<file path="src/rtl/burst_serializer.sv">
// Buffers parallel words in a small FIFO and streams bursts of them LSB-first,
// one bit per clock, framing each word with send_data for the downstream assembler.
module burst_serializer #(
    parameter int BUS_WIDTH  = 16,
    parameter int FIFO_DEPTH = 4,
    parameter int LEN_WIDTH  = 8
) (
    input  logic                               clk,
    input  logic                               rst,
    input  logic [BUS_WIDTH-1:0]               in_data,
    input  logic                               in_valid,
    output logic                               in_ready,
    input  logic                               start,
    input  logic [LEN_WIDTH-1:0]               burst_len,
    input  logic                               abort,
    output logic                               ser_data,
    output logic                               ser_en,
    output logic                               send_data,
    output logic                               busy,
    output logic                               burst_done,
    output logic [$clog2(FIFO_DEPTH+1)-1:0]    fifo_level
);
    localparam int LVL_W = $clog2(FIFO_DEPTH + 1);
    localparam int PTR_W = $clog2(FIFO_DEPTH);
    localparam int CNT_W = $clog2(BUS_WIDTH) + 1;
    localparam logic [LVL_W-1:0]     FULL_LVL = LVL_W'(FIFO_DEPTH);
    localparam logic [CNT_W-1:0]     LAST_BIT = CNT_W'(BUS_WIDTH - 1);
    localparam logic [LEN_WIDTH-1:0] ONE_LEFT = LEN_WIDTH'(1);

    typedef enum logic [1:0] {IDLE, WAIT, SHIFT, NOTIFY} state_t;

    state_t               state;
    logic [BUS_WIDTH-1:0] mem [FIFO_DEPTH];
    logic [PTR_W-1:0]     wr_ptr, rd_ptr;
    logic [LVL_W-1:0]     level;
    logic [BUS_WIDTH-1:0] head;
    logic [BUS_WIDTH-1:0] shreg;
    logic [CNT_W-1:0]     bit_cnt;
    logic [LEN_WIDTH-1:0] words_left;
    logic                 push, pop;

    // in_ready comes from the registered level only, so it never depends on a pop.
    assign in_ready   = (level != FULL_LVL);
    assign fifo_level = level;
    assign head       = mem[rd_ptr];
    assign push       = in_valid && in_ready && !abort;
    assign ser_data   = ser_en & shreg[0];

    always_comb begin
        pop = 1'b0;
        if (!abort && level != '0) begin
            case (state)
                WAIT:    pop = 1'b1;
                NOTIFY:  pop = (words_left != ONE_LEFT);
                default: pop = 1'b0;
            endcase
        end
    end

    always_ff @(posedge clk) begin
        if (push) mem[wr_ptr] <= in_data;
    end

    always_ff @(posedge clk or posedge rst) begin
        if (rst) begin
            wr_ptr <= '0;
            rd_ptr <= '0;
            level  <= '0;
        end else if (abort) begin
            wr_ptr <= '0;
            rd_ptr <= '0;
            level  <= '0;
        end else begin
            if (push) wr_ptr <= wr_ptr + PTR_W'(1);
            if (pop)  rd_ptr <= rd_ptr + PTR_W'(1);
            case ({push, pop})
                2'b10:   level <= level + LVL_W'(1);
                2'b01:   level <= level - LVL_W'(1);
                default: level <= level;
            endcase
        end
    end

    always_ff @(posedge clk or posedge rst) begin
        if (rst) begin
            state      <= IDLE;
            shreg      <= '0;
            bit_cnt    <= '0;
            words_left <= '0;
            ser_en     <= 1'b0;
            send_data  <= 1'b0;
            burst_done <= 1'b0;
            busy       <= 1'b0;
        end else begin
            send_data  <= 1'b0;
            burst_done <= 1'b0;
            if (abort) begin
                state  <= IDLE;
                ser_en <= 1'b0;
                busy   <= 1'b0;
            end else begin
                case (state)
                    IDLE: begin
                        if (start) begin
                            if (burst_len != '0) begin
                                words_left <= burst_len;
                                state      <= WAIT;
                                busy       <= 1'b1;
                            end else begin
                                burst_done <= 1'b1;
                            end
                        end
                    end
                    WAIT: begin
                        if (pop) begin
                            shreg   <= head;
                            bit_cnt <= '0;
                            state   <= SHIFT;
                            ser_en  <= 1'b1;
                        end
                    end
                    SHIFT: begin
                        shreg   <= shreg >> 1;
                        bit_cnt <= bit_cnt + CNT_W'(1);
                        if (bit_cnt == LAST_BIT) begin
                            // Pulses are registered on entry so they line up with NOTIFY.
                            state      <= NOTIFY;
                            ser_en     <= 1'b0;
                            send_data  <= 1'b1;
                            burst_done <= (words_left == ONE_LEFT);
                        end
                    end
                    NOTIFY: begin
                        words_left <= words_left - ONE_LEFT;
                        if (words_left == ONE_LEFT) begin
                            state <= IDLE;
                            busy  <= 1'b0;
                        end else if (pop) begin
                            shreg   <= head;
                            bit_cnt <= '0;
                            state   <= SHIFT;
                            ser_en  <= 1'b1;
                        end else begin
                            state <= WAIT;
                        end
                    end
                    default: state <= IDLE;
                endcase
            end
        end
    end
endmodule

</file>
<file path="config.mk">
export PLATFORM = sky130hd
export DESIGN_NAME = burst_serializer
export DESIGN_NICKNAME = d
export VERILOG_FILES = /design/src/rtl/burst_serializer.sv
export SDC_FILE = /design/constraint.sdc
export NUM_CORES = 1
export LEC_CHECK = 0
export CORE_AREA = 2 2 138 140
export CTS_CLUSTER_SIZE = 12
export DETAILED_ROUTE_END_ITERATION = 6
export DIE_AREA = 0 0 140 142
export GPL_TIMING_DRIVEN = 0
export PLACE_DENSITY = 0.48
export SLEW_MARGIN = 15
export SYNTH_ARGS = -nofsm -noshare
export SYNTH_HDL_FRONTEND = slang
export SYNTH_SLANG_ARGS = --single-unit
</file>
<file path="constraint.sdc">
create_clock -name clk -period 2.8 [get_ports clk]
set_input_delay 0.7 -clock clk [delete_from_list [all_inputs] [get_ports clk]]
set_output_delay 0.7 -clock clk [all_outputs]
set_load 0.02 [all_outputs]
</file>
Word level (Yosys, flattened, before mapping) --
Memories as Yosys holds them, arrays and structs flattened. Cells that the tools add are included.
Storage, ports and cells: flip-flop bits (word level) 42, latch bits 0, memory bits (writable) 64, memory bits (read-only) 0, input port bits 29, output and inout port bits 9, logic and storage cells 102, memories kept 1
Cells by class: add/sub/neg operators 6, multiply operators 0, div/mod/pow operators 0, magnitude comparators 0, eq/ne operators 18, shift-type cells 0, mux-type cells 45, bitwise gates (word level) 2, reductions and logical operators 19
Memories:
- mem | depth 4, width 16, read ports 1, clocked after memory_dff 0, wr ports 1, line 33 | logic [BUS_WIDTH-1:0] mem [FIFO_DEPTH];
Operator list (number):
- 16-bit case mux with 3 select lines | 1
- 16-bit 2-to-1 mux | 2
- 2-bit 2-to-1 mux | 11
- 3-bit inequality test (second input constant) | 7
- 1-bit 2-to-1 mux | 18
- 8-bit 2-to-1 mux | 2
- 8-bit case mux with 2 select lines | 1
- 5-bit case mux with 3 select lines | 1
- 4-bit AND reduction | 3
- 3-bit nonzero test | 4
- 5-bit 2-to-1 mux | 2
- 8-bit by 1-bit equality test with 1-bit output (second input constant) | 1
- 8-bit by 1-bit inequality test with 1-bit output (second input constant) | 1
- 2-bit case mux with 4 select lines | 1
- 8-bit nonzero test | 1
- 8-bit by 1-bit subtractor with 8-bit output (second input constant) | 1
- 2-bit equality test (second input constant) | 3
- 2-bit inequality test (second input constant) | 3
- 1-bit case mux with 2 select lines | 3
- 3-bit case mux with 2 select lines | 1
- 3-bit AND reduction | 2
- 2-bit nonzero test | 3
- 5-bit by 1-bit adder with 5-bit output (second input constant) | 1
- 5-bit by 4-bit equality test with 1-bit output (second input constant) | 1
- 12 further kinds | 16

Depth between registers and ports, before layout --
Gate-level depths: netlist of the first run.
word-level depth 7, gate-level depth with buffers 10, mapped depth without buffers 10

Worst setup path after synthesis of the first run --
OpenSTA, ideal clock, no wires.
path type register to register, from register state[1], to register level[2] (netlist: fifo_level[2]), library setup time 137 ps, arrival 2347 ps, data required time 2663 ps, path slack 317 ps, cell stages (with the launch flop) 10, buffers on the path 0, period minus slack after synthesis 2483 ps, cell sequence dfrtp_1 inv_1 ha_1 nor4b_1 a211oi_2 and3_1 fa_1 and3_1 a221oi_1 a31oi_1
On the way: cells in the longest elaborated chain, start to end 6, elaborated cells on any way between the ends 9, classes of those cells 4 x eq/ne; 4 x mux; 1 x reduce/logical
RTL lines:
- start, declared | line 32 | state_t state;
- start signal, assigned | line 86 | state <= IDLE;
- start signal, assigned | line 98 | state <= IDLE;
- start signal, assigned | line 107 | state <= WAIT;
- 2-bit equality test or 2-bit by 1-bit equality test with 1-bit output (tied branches) | line 52 | case (state)
- 1-bit case mux with 2 select lines (*) | line 52
- 1-bit 2-to-1 mux (*) | line 51 | if (!abort && level != '0) begin
- 2-bit by 1-bit equality test with 1-bit output or 2-bit equality test (tied branches) | line 76 | case ({push, pop})
- 3-bit case mux with 2 select lines | line 76
- 3-bit 2-to-1 mux | line 69 | end else if (abort) begin
- end signal, assigned | line 77 | 2'b10: level <= level + LVL_W'(1);
- end signal, assigned | line 78 | 2'b01: level <= level - LVL_W'(1);
- end signal, assigned | line 79 | default: level <= level;
- end, declared | line 35 | logic [LVL_W-1:0] level;
Mark *: on every way between the ends. The rest lies on a longest branch, timed or not. A chain may end at the register's enable or synchronous reset.

Worst setup path after layout of the first run --
from register state[0], to register level[2] (netlist: fifo_level[2])
Same word-level chain as after synthesis.

==> results.tsv, run 1 <==
metric	value	unit
clock sinks	106	
final hold violations	0	
area leader, netlist	edfxtp_1	
RR Startpoint	state[0]	
most frequent cells in the layout	64 x edfxtp_1, 55 x nand2_1, 42 x dfrtp_1	
gr usage total	0.1123	
Area growth, synth to finish	20.01	%
Num CTS Buffers	9	
warning count from the yosys run	0	
final period utilization	0.9394	
Final min period	2630	ps
synthesized area per cell	13.49	um^2
Comb pwr share	0.308	
hold path endpoint	shreg[13]	
r2r worst-path depth	10	
drt initial violations	134	
clock power share	0.244	
top cell type's share of synthesized area	0.3924	
ANT nets after route	0	
sequential power share	0.448	
core area	18460	um^2
CTS Root Cell	clkbuf_16	
drt drc	2	
First-pass DRT Iterations	6	
number of H-tree levels	3	
Startpoint Class	flip-flop	
fill count	1837	
Post-Synthesis Net Count	405	
flops & latches, synth	106	
via count	3049	
Worst slew margin	0.3695	
Vias/cell	4.691	
Switching Power	1.606	mW
placed cells	634	
Req. time, crit path	3070	ps
maximum vdd drop	0.0003607	V
Synth area leaders	edfxtp_1 39%, dfrtp_1 21%, mux4_2 7.4%	
Hold Path Class	flip-flop to flip-flop	
WL/cell	15.81	um
RSZ-0062 raised after global routing	no	
Bufs on Longest Clock Path	2	
CP Max Fanout	10	
Die Ht	142	um
non-filler instance count after layout	650	
most common cell after layout, fill and taps aside	edfxtp_1	
Cell Rows	50	
full die area	19880	um^2
CTS tree	built	
final WL	10280	um
hold depth	1	
Post-CTS Setup Bufs	0	
hold path startpoint	shreg[13]	
HPWL Detailed	6979	um
Post-Syn Area	4897	um^2
Main synth FF type	edfxtp_1	
# port buffers	36	
count of cell types in the netlist	61	
FF/Latch Area	2973	um^2
Pleak	2.133	nW
RR Endpoint	fifo_level[2]	
I/O pin count	38	
Post-Syn Instances	363	
Power, Total	4.884	mW
Max Cap Viol	0	
Setup WS post-layout	169.8	ps
antenna cells	0	
first-pass GRT wire length	17170	um
ys async rst share	0.3962	
run status	complete, but fails checks	
switch share	0.3289	
Final Max Tran Viols	0	
Multi-input gate area	1819	um^2
reg2reg setup slack	170	ps
post_cts resized	2	
RePlAce Congestion	0.7393	
arrival time at the worst endpoint	2900	ps
Final Setup Violations	0	
Cell Pwr Density	831.1	nW/um^2
ratio of cells with drive above 1 in the final layout	0.1274	
initial antenna violation count	0	
f_max	380.2	MHz
failing checks	design-rule violations	
vias in the first global route	3234	
setup TNS after final layout	0	ps
internal cell power	3.278	mW
crit end category	flip-flop	
cts hold-fix bufs	0	
clock skew	8.929	ps
pre-CTS WS	-123.2	ps
Setup CP Type	flip-flop to flip-flop	
DIE WIDTH	140	um
Seq/Total Area, Yosys	0.6071	
largest net degree at the start of global routing	32	
Worst Tran Pin Value	945.8	ps
Nets	453	
CTS clk-pin slew, worst paths	70	ps
grt ovf	0	
Util after Layout	0.3184	
EDFF count, synth	64	
later-pin clock latency in the skew report	360	ps
Initial Utilization	0.2654	
[cells in the mapped netlist (all sizes together) (3+ instances only)]
cell and instances:
and2 6, a41oi 3, edfxtp 64, o21ai 15, mux4 16, o22a 6
buf 6, nor3 4, and3 3, a21oi 11, dfrtp 42, nand3 5
clkbuf 9, inv 18, or4 5, a31oi 4, o31ai 4, mux2 17
nand2 55, a311oi 3, ha 12, or3 3, xnor2 3, nor2 18
[layout make-up]
class                   instances  area share
plain buffers                  15     0.01256
clock buffers                  12     0.04024
clock inverters                 4    0.005748
inverters                      18     0.01150
multi-input cells             224      0.3096
flip-flops and latches        106      0.5059
well taps                     234     0.04982
repair buffers                 37     0.06472
[state kept, by name, indices dropped and copies added (netlist names)]
name	cells
shreg	16
ser_en	1
busy	1
burst_done	1
wr_ptr	2
send_data	1
state	2
rd_ptr	2
words_left	8
fifo_level	3
bit_cnt	5
mem	64
[worst max-delay path, cell delays in order, from the launching register on]
cell and delay (ps):
dfrtp_1 410, ha_1 160, buf_2 210, nor2_1 150, a211oi_4 410, and3_1 240, fa_1 250, or4b_1 450
nand2_1 70, nand3b_1 70, a31oi_1 130
[worst max-delay path by stage]
stage | start | to | slack, ps | cells past startpoint
global route | state[0] | fifo_level[2] | 0.2 | 9
floorplan | state[1] | fifo_level[2] | 320 | 9
detailed placement | in_valid | mem[2][0] | -120 | 4
global placement | in_valid | mem[2][1] | -80 | 4
CTS | state[0] | fifo_level[2] | 50 | 10
finish | state[0] | fifo_level[2] | 170 | 10
[metrics by stage]
step,cell area [um^2],hold WS (ps)
after global routing,5877,502.8
after global placement,5550,468.5
after CTS,5856,493.6
after detailed placement,5570,477.2
final,5877,487.2
after floorplan,4897,458.5
[layer usage]
layer / routed length (um) / share of wire / track usage
met5: 0 / 0 / 0
met4: 186 / 0.018 / 0.03296
met3: 459 / 0.045 / 0.03331
met2: 4914 / 0.48 / 0.1898
met1: 4717 / 0.46 / 0.1402
[cell families after synthesis]
logic type / share of synthesized area
buf+inv: 0.02887
fa+ha+maj: 0.03475
flops: 0.6071
xor+xnor: 0.007155
compound gates: 0.08969
simple gates: 0.1117
mux: 0.1209
[power groups by stage]
stage          combinational [mW]  clock, mW  sequential (mW)
5_1_grt                      1.68       1.29             2.24
2_1_floorplan                1.08          0             2.16
4_1_cts                      1.50       1.24             2.18
3_3_place_gp                 1.46          0             2.20
3_5_place_dp                 1.49          0             2.20
6_report                     1.50       1.19             2.19
No activity file was read; power rests on OpenSTA's default activity.
==> run 2: changes to the inputs <==
- GPL_TIMING_DRIVEN: 0 -> default
- TNS_END_PERCENT: default -> 20
==> results.tsv, run 2 (synthesis gave the netlist of run 1 again) <==
metric	value	unit	change
run status	complete, but fails checks		unchanged
failing checks	design-rule violations		unchanged
Final Max Tran Viols	0		unchanged
crit path cell chain	inv_1 > ha_1 > nor4b_1 > buf_4 > a211oi_2 > and3_1 > fa_1 > and3_1 > a221oi_1 > a31oi_1		was ha_1 > buf_2 > nor2_1 > a211oi_4 > and3_1 > fa_1 > or4b_1 > nand2_1 > nand3b_1 > a31oi_1
top cell family by delay on the critical path	simple AND/OR/NAND/NOR gates		unchanged
HPWL Detailed	6761	um	was 6979 um
ANT nets after route	0		unchanged
number of H-tree levels	3		unchanged
Pleak	2.208	nW	was 2.133 nW
RR Endpoint	fifo_level[2]		unchanged
CTS Root Cell	clkbuf_16		unchanged
Bufs on Longest Clock Path	2		unchanged
hold path endpoint	shreg[11]		was shreg[13]
later-pin clock latency in the skew report	350	ps	was 360 ps
drt initial violations	158		was 134
Nets	460		was 453
cts hold-fix bufs	0		unchanged
CTS tree	built		unchanged
hold depth	1		unchanged
most frequent cells in the layout	64 x edfxtp_1, 55 x nand2_1, 42 x dfrtp_1		unchanged
crit end category	flip-flop		unchanged
maximum vdd drop	0.0003441	V	was 0.0003607 V
clock sinks	106		unchanged
largest net degree at the start of global routing	27		was 32
final instance area	5991	um^2	was 5877 um^2
via count	3044		was 3049
worst hold slack	492.3	ps	was 487.2 ps
Worst slew margin	0.6336		was 0.3695
Startpoint Class	flip-flop		unchanged
Switching Power	1.581	mW	was 1.606 mW
max FFs per register	64		unchanged
setup TNS after final layout	0	ps	unchanged
Area growth, synth to finish	22.33	%	was 20.01%
most common cell after layout, fill and taps aside	edfxtp_1		unchanged
core area	18460	um^2	unchanged
Req. time, crit path	3030	ps	was 3070 ps
First-pass DRT Iterations	7		was 6
ratio of cells with drive above 1 in the final layout	0.1560		was 0.1274
antenna cells	0		unchanged
# port buffers	37		was 36
f_max	386.6	MHz	was 380.2 MHz
reg2reg setup slack	210	ps	was 170 ps
Hold Path Class	flip-flop to flip-flop		unchanged
sequential power share	0.446		was 0.448
final hold violations	0		unchanged
Cell Rows	50		unchanged
r2r worst-path depth	10		unchanged
Regs by FF count	mem (64), shreg (16), words_left (8)		unchanged
final period utilization	0.9238		was 0.9394
Crit path top cell by count	and3_1		
Max Cap Viol	0		unchanged
Die Ht	142	um	unchanged
hold path startpoint	shreg[11]		was shreg[13]
clock skew	7.641	ps	was 8.929 ps
RePlAce Congestion	0.7821		was 0.7393
Critical Path Slowest Stage Cell	fa_1		was or4b_1
I/O pin count	38		unchanged
gr usage total	0.1077		was 0.1123
switch share	0.3235		was 0.3289
Final min period	2587	ps	was 2630 ps
drt drc	2		unchanged
CTS clk-pin slew, worst paths	70	ps	about the same
placed cell area	5714	um^2	was 5570 um^2
Power, Total	4.887	mW	was 4.884 mW
Post-CTS Setup Bufs	0		unchanged
Setup WS post-layout	213.3	ps	was 169.8 ps
pre-CTS WS	183.4	ps	was -123.2 ps
Worst Tran Pin Value	535.8	ps	was 945.8 ps
CP Max Fanout	5		was 10
internal cell power	3.306	mW	was 3.278 mW
RSZ-0062 raised after global routing	no		unchanged
crit path from	state[1]		was state[0]
final WL	10050	um	was 10280 um
arrival time at the worst endpoint	2820	ps	was 2900 ps
Max stage delay on crit path	430	ps	was 450 ps
Cell Pwr Density	815.7	nW/um^2	was 831.1 nW/um^2
Num CTS Buffers	9		unchanged
WL/cell	15.29	um	was 15.81 um
Initial Utilization	0.2654		unchanged
first-pass GRT wire length	16670	um	was 17170 um
RR Startpoint	state[1]		was state[0]
Vias/cell	4.633		was 4.691
initial antenna violation count	0		unchanged
vias in the first global route	3289		was 3234
worst path bufs/invs	2		was 1
full die area	19880	um^2	unchanged
Setup CP Type	flip-flop to flip-flop		unchanged
post_cts resized	0		was 2
grt ovf	0		unchanged
clock power share	0.247		was 0.244
Final Setup Violations	0		unchanged
DIE WIDTH	140	um	unchanged
Reg with most FFs	mem		unchanged
Comb pwr share	0.307		was 0.308
-- run 2: cell types whose count changed in the layout (fill, tap and decap cells not counted), moves of 2 or more --
cell	change
buf_12	+4
buf_2	-2
buf_4	+15
clkbuf_1	-11
clkinv_1	+3
-- run 2: metal layers --
layer	track usage	wire (um)
met1	0.1320	4678
met3	0.02826	343
met4	0.04094	176
met5	0	0
met2	0.1836	4847
-- run 2: stage by stage --
| step | cells | utilization |
|---|---|---|
| floorplan | 363 | - |
| CTS | 657 | 0.3246 |
| global route | 657 | 0.3246 |
| detailed placement | 641 | 0.3096 |
| global placement | 641 | 0.3096 |
| finish | 657 | 0.3246 |
-- run 2: worst max path at each step --
stage / to / slack, ps / cells past startpoint
3_3_place_gp: words_left[3] / 210 / 6
5_1_grt: fifo_level[2] / 30 / 10
4_1_cts: in_ready / 200 / 2
3_5_place_dp: words_left[3] / 180 / 6
6_report: fifo_level[2] / 210 / 10
2_1_floorplan: fifo_level[2] / 320 / 9
-- run 2: layout make-up --
type                    instances  area, um^2
inverters                      18       67.56
clock buffers                  10       229.0
repair buffers                 59       598.1
flip-flops and latches        106        2973
fillers                      1810       12460
multi-input cells             224        1783
clock inverters                 6       47.55
well taps                     234       292.8
-- run 2: power groups by stage --
stage	Sequential [mW]	Combinational, mW	Clock (mW)
5_1_grt	2.22	1.68	1.30
3_5_place_dp	2.21	1.53	0
4_1_cts	2.18	1.53	1.26
6_report	2.18	1.50	1.21
3_3_place_gp	2.20	1.50	0
2_1_floorplan	2.16	1.08	0
==> run 3: changes to the inputs <==
- CORE_AREA: 2 2 138 140 -> 2 2 96 98
- DIE_AREA: 0 0 140 142 -> 0 0 98 100
- PLACE_DENSITY: 0.48 -> 0.82
==> results.tsv, run 3 (synthesis gave the netlist of run 1 again) <==
metric	value	unit	change
Final Setup Violations	0		unchanged
Initial Utilization	0.5509		was 0.2654
Max stage delay on crit path	560	ps	was 430 ps
antenna cells	0		unchanged
crit path cell chain	or3b_1 > clkdlybuf4s50_1		was inv_1 > ha_1 > nor4b_1 > buf_4 > a211oi_2 > and3_1 > fa_1 > and3_1 > a221oi_1 > a31oi_1
Vias/cell	5.754		was 4.633
WL/cell	17.24	um	was 15.29 um
Final min period	2558	ps	was 2587 ps
Num CTS Buffers	9		unchanged
Final Max Tran Viols	0		unchanged
HPWL Detailed	6037	um	was 6761 um
Post-CTS Setup Bufs	0		unchanged
crit end category	output port		was flip-flop
largest net degree at the start of global routing	43		was 27
CTS clk-pin slew, worst paths	100	ps	was 70 ps
Startpoint Class	flip-flop		unchanged
top cell family by delay on the critical path	buffers and inverters		was simple AND/OR/NAND/NOR gates
Die Ht	100	um	was 142 um
clock skew	10.14	ps	was 7.641 ps
run status	finished, final reports clean		was complete, but fails checks
drt drc	0		was 2
RePlAce Congestion	0.7816		was 0.7821
CP Max Fanout	9		was 5
First-pass DRT Iterations	4		was 7
DIE WIDTH	98	um	was 140 um
Regs by FF count	mem (64), shreg (16), words_left (8)		unchanged
most common cell after layout, fill and taps aside	edfxtp_1		unchanged
Critical Path Slowest Stage Cell	clkdlybuf4s50_1		was fa_1
Bufs on Longest Clock Path	2		unchanged
Hold Path Class	flip-flop to flip-flop		unchanged
Reg with most FFs	mem		unchanged
worst path bufs/invs	1		was 2
most frequent cells in the layout	64 x edfxtp_1, 55 x nand2_1, 42 x dfrtp_1		unchanged
arrival time at the worst endpoint	1860	ps	was 2820 ps
worst hold slack	497.9	ps	was 492.3 ps
non-filler instance count after layout	532		was 657
setup TNS after final layout	0	ps	unchanged
placed cell area	5495	um^2	was 5714 um^2
first-pass GRT wire length	15100	um	was 16670 um
post_cts resized	0		unchanged
I/O pin count	38		unchanged
final period utilization	0.9136		was 0.9238
Worst slew margin	0.4249		was 0.6336
# port buffers	37		unchanged
drt initial violations	149		was 158
vias in the first global route	3086		was 3289
cts hold-fix bufs	0		unchanged
maximum vdd drop	0.0004850	V	was 0.0003441 V
Setup CP Type	flip-flop to output port		was flip-flop to flip-flop
clock sinks	106		unchanged
Worst Tran Pin Value	862.7	ps	was 535.8 ps
Req. time, crit path	2100	ps	was 3030 ps
fill count	669		was 1810
grt ovf	0		unchanged
via count	3061		was 3044
full die area	9800	um^2	was 19880 um^2
final hold violations	0		unchanged
f_max	390.9	MHz	was 386.6 MHz
Cell Rows	35		was 50
initial antenna violation count	0		unchanged
number of H-tree levels	3		unchanged
later-pin clock latency in the skew report	370	ps	was 350 ps
ANT nets after route	0		unchanged
ratio of cells with drive above 1 in the final layout	0.1591		was 0.1560
max FFs per register	64		unchanged
placed cells	516		was 641
Pleak	2.147	nW	was 2.208 nW
final instance area	5690	um^2	was 5991 um^2
CTS tree	built		unchanged
Cell Pwr Density	799.9	nW/um^2	was 815.7 nW/um^2
RSZ-0062 raised after global routing	no		unchanged
Area growth, synth to finish	16.20	%	was 22.33%
Nets	458		was 460
CTS Root Cell	clkbuf_8		was clkbuf_16
gr usage total	0.2004		was 0.1077
core area	8890	um^2	was 18460 um^2
Max Cap Viol	0		unchanged
final WL	9171	um	was 10050 um
## run 3: per-stage QoR
stage	setup WS, ps	power [mW]	utilization
after floorplan	316.6	3.244	-
after global placement	213.7	3.617	0.6182
after detailed placement	135.4	3.687	0.6182
after CTS	201.5	4.584	0.6394
after global routing	117.9	4.833	0.6401
final	242.0	4.552	0.6401
## run 3: worst register-to-register path: stages (launching register included)
cell and delay (ps):
dfrtp_1 420, inv_1 100, ha_1 230, nor4b_2 250
buf_4 170, a211oi_2 70, and3_1 200, fa_1 440
and3_1 200, a221oi_1 240, a31oi_1 120
## run 3: cell type report
type | instances | area [um^2] | share of cell area
tap | 111 | 138.9 | 0.02441
clock buffer | 10 | 127.6 | 0.02243
inverter | 18 | 67.56 | 0.01187
timing repair buffer | 57 | 533.0 | 0.09367
multi-input combinational | 224 | 1789 | 0.3144
sequential | 106 | 2973 | 0.5224
clock inverter | 6 | 61.31 | 0.01077
## run 3: final timing paths
check,slack [ps],from,end,cells after the start
worst max-delay path,240,fifo_level[0],in_ready,2
worst min-delay path,500,shreg[9],shreg[9],1
worst max register to register,280,state[1],fifo_level[2],10
worst min register to register,500,shreg[9],shreg[9],1
max in group asynchronous,1670,rst,shreg[9],3
min in group asynchronous,760,rst,words_left[1],3
## run 3: layer usage
layer | share of wire | routed length, um | track usage | up-vias
met1 | 0.43 | 3981 | 0.2542 | 1520
met5 | 0 | 0 | 0 | -
met2 | 0.51 | 4656 | 0.3393 | 69
met3 | 0.038 | 349 | 0.03969 | 14
li1 | - | - | - | 1458
met4 | 0.020 | 183 | 0.08761 | 0
## run 3: where the power goes
group	internal, mW	switching (mW)	total [mW]
Clock	0.344	0.550	0.894
Combinational	0.731	0.740	1.47
Sequential	1.95	0.238	2.19
Total	3.02	1.53	4.55
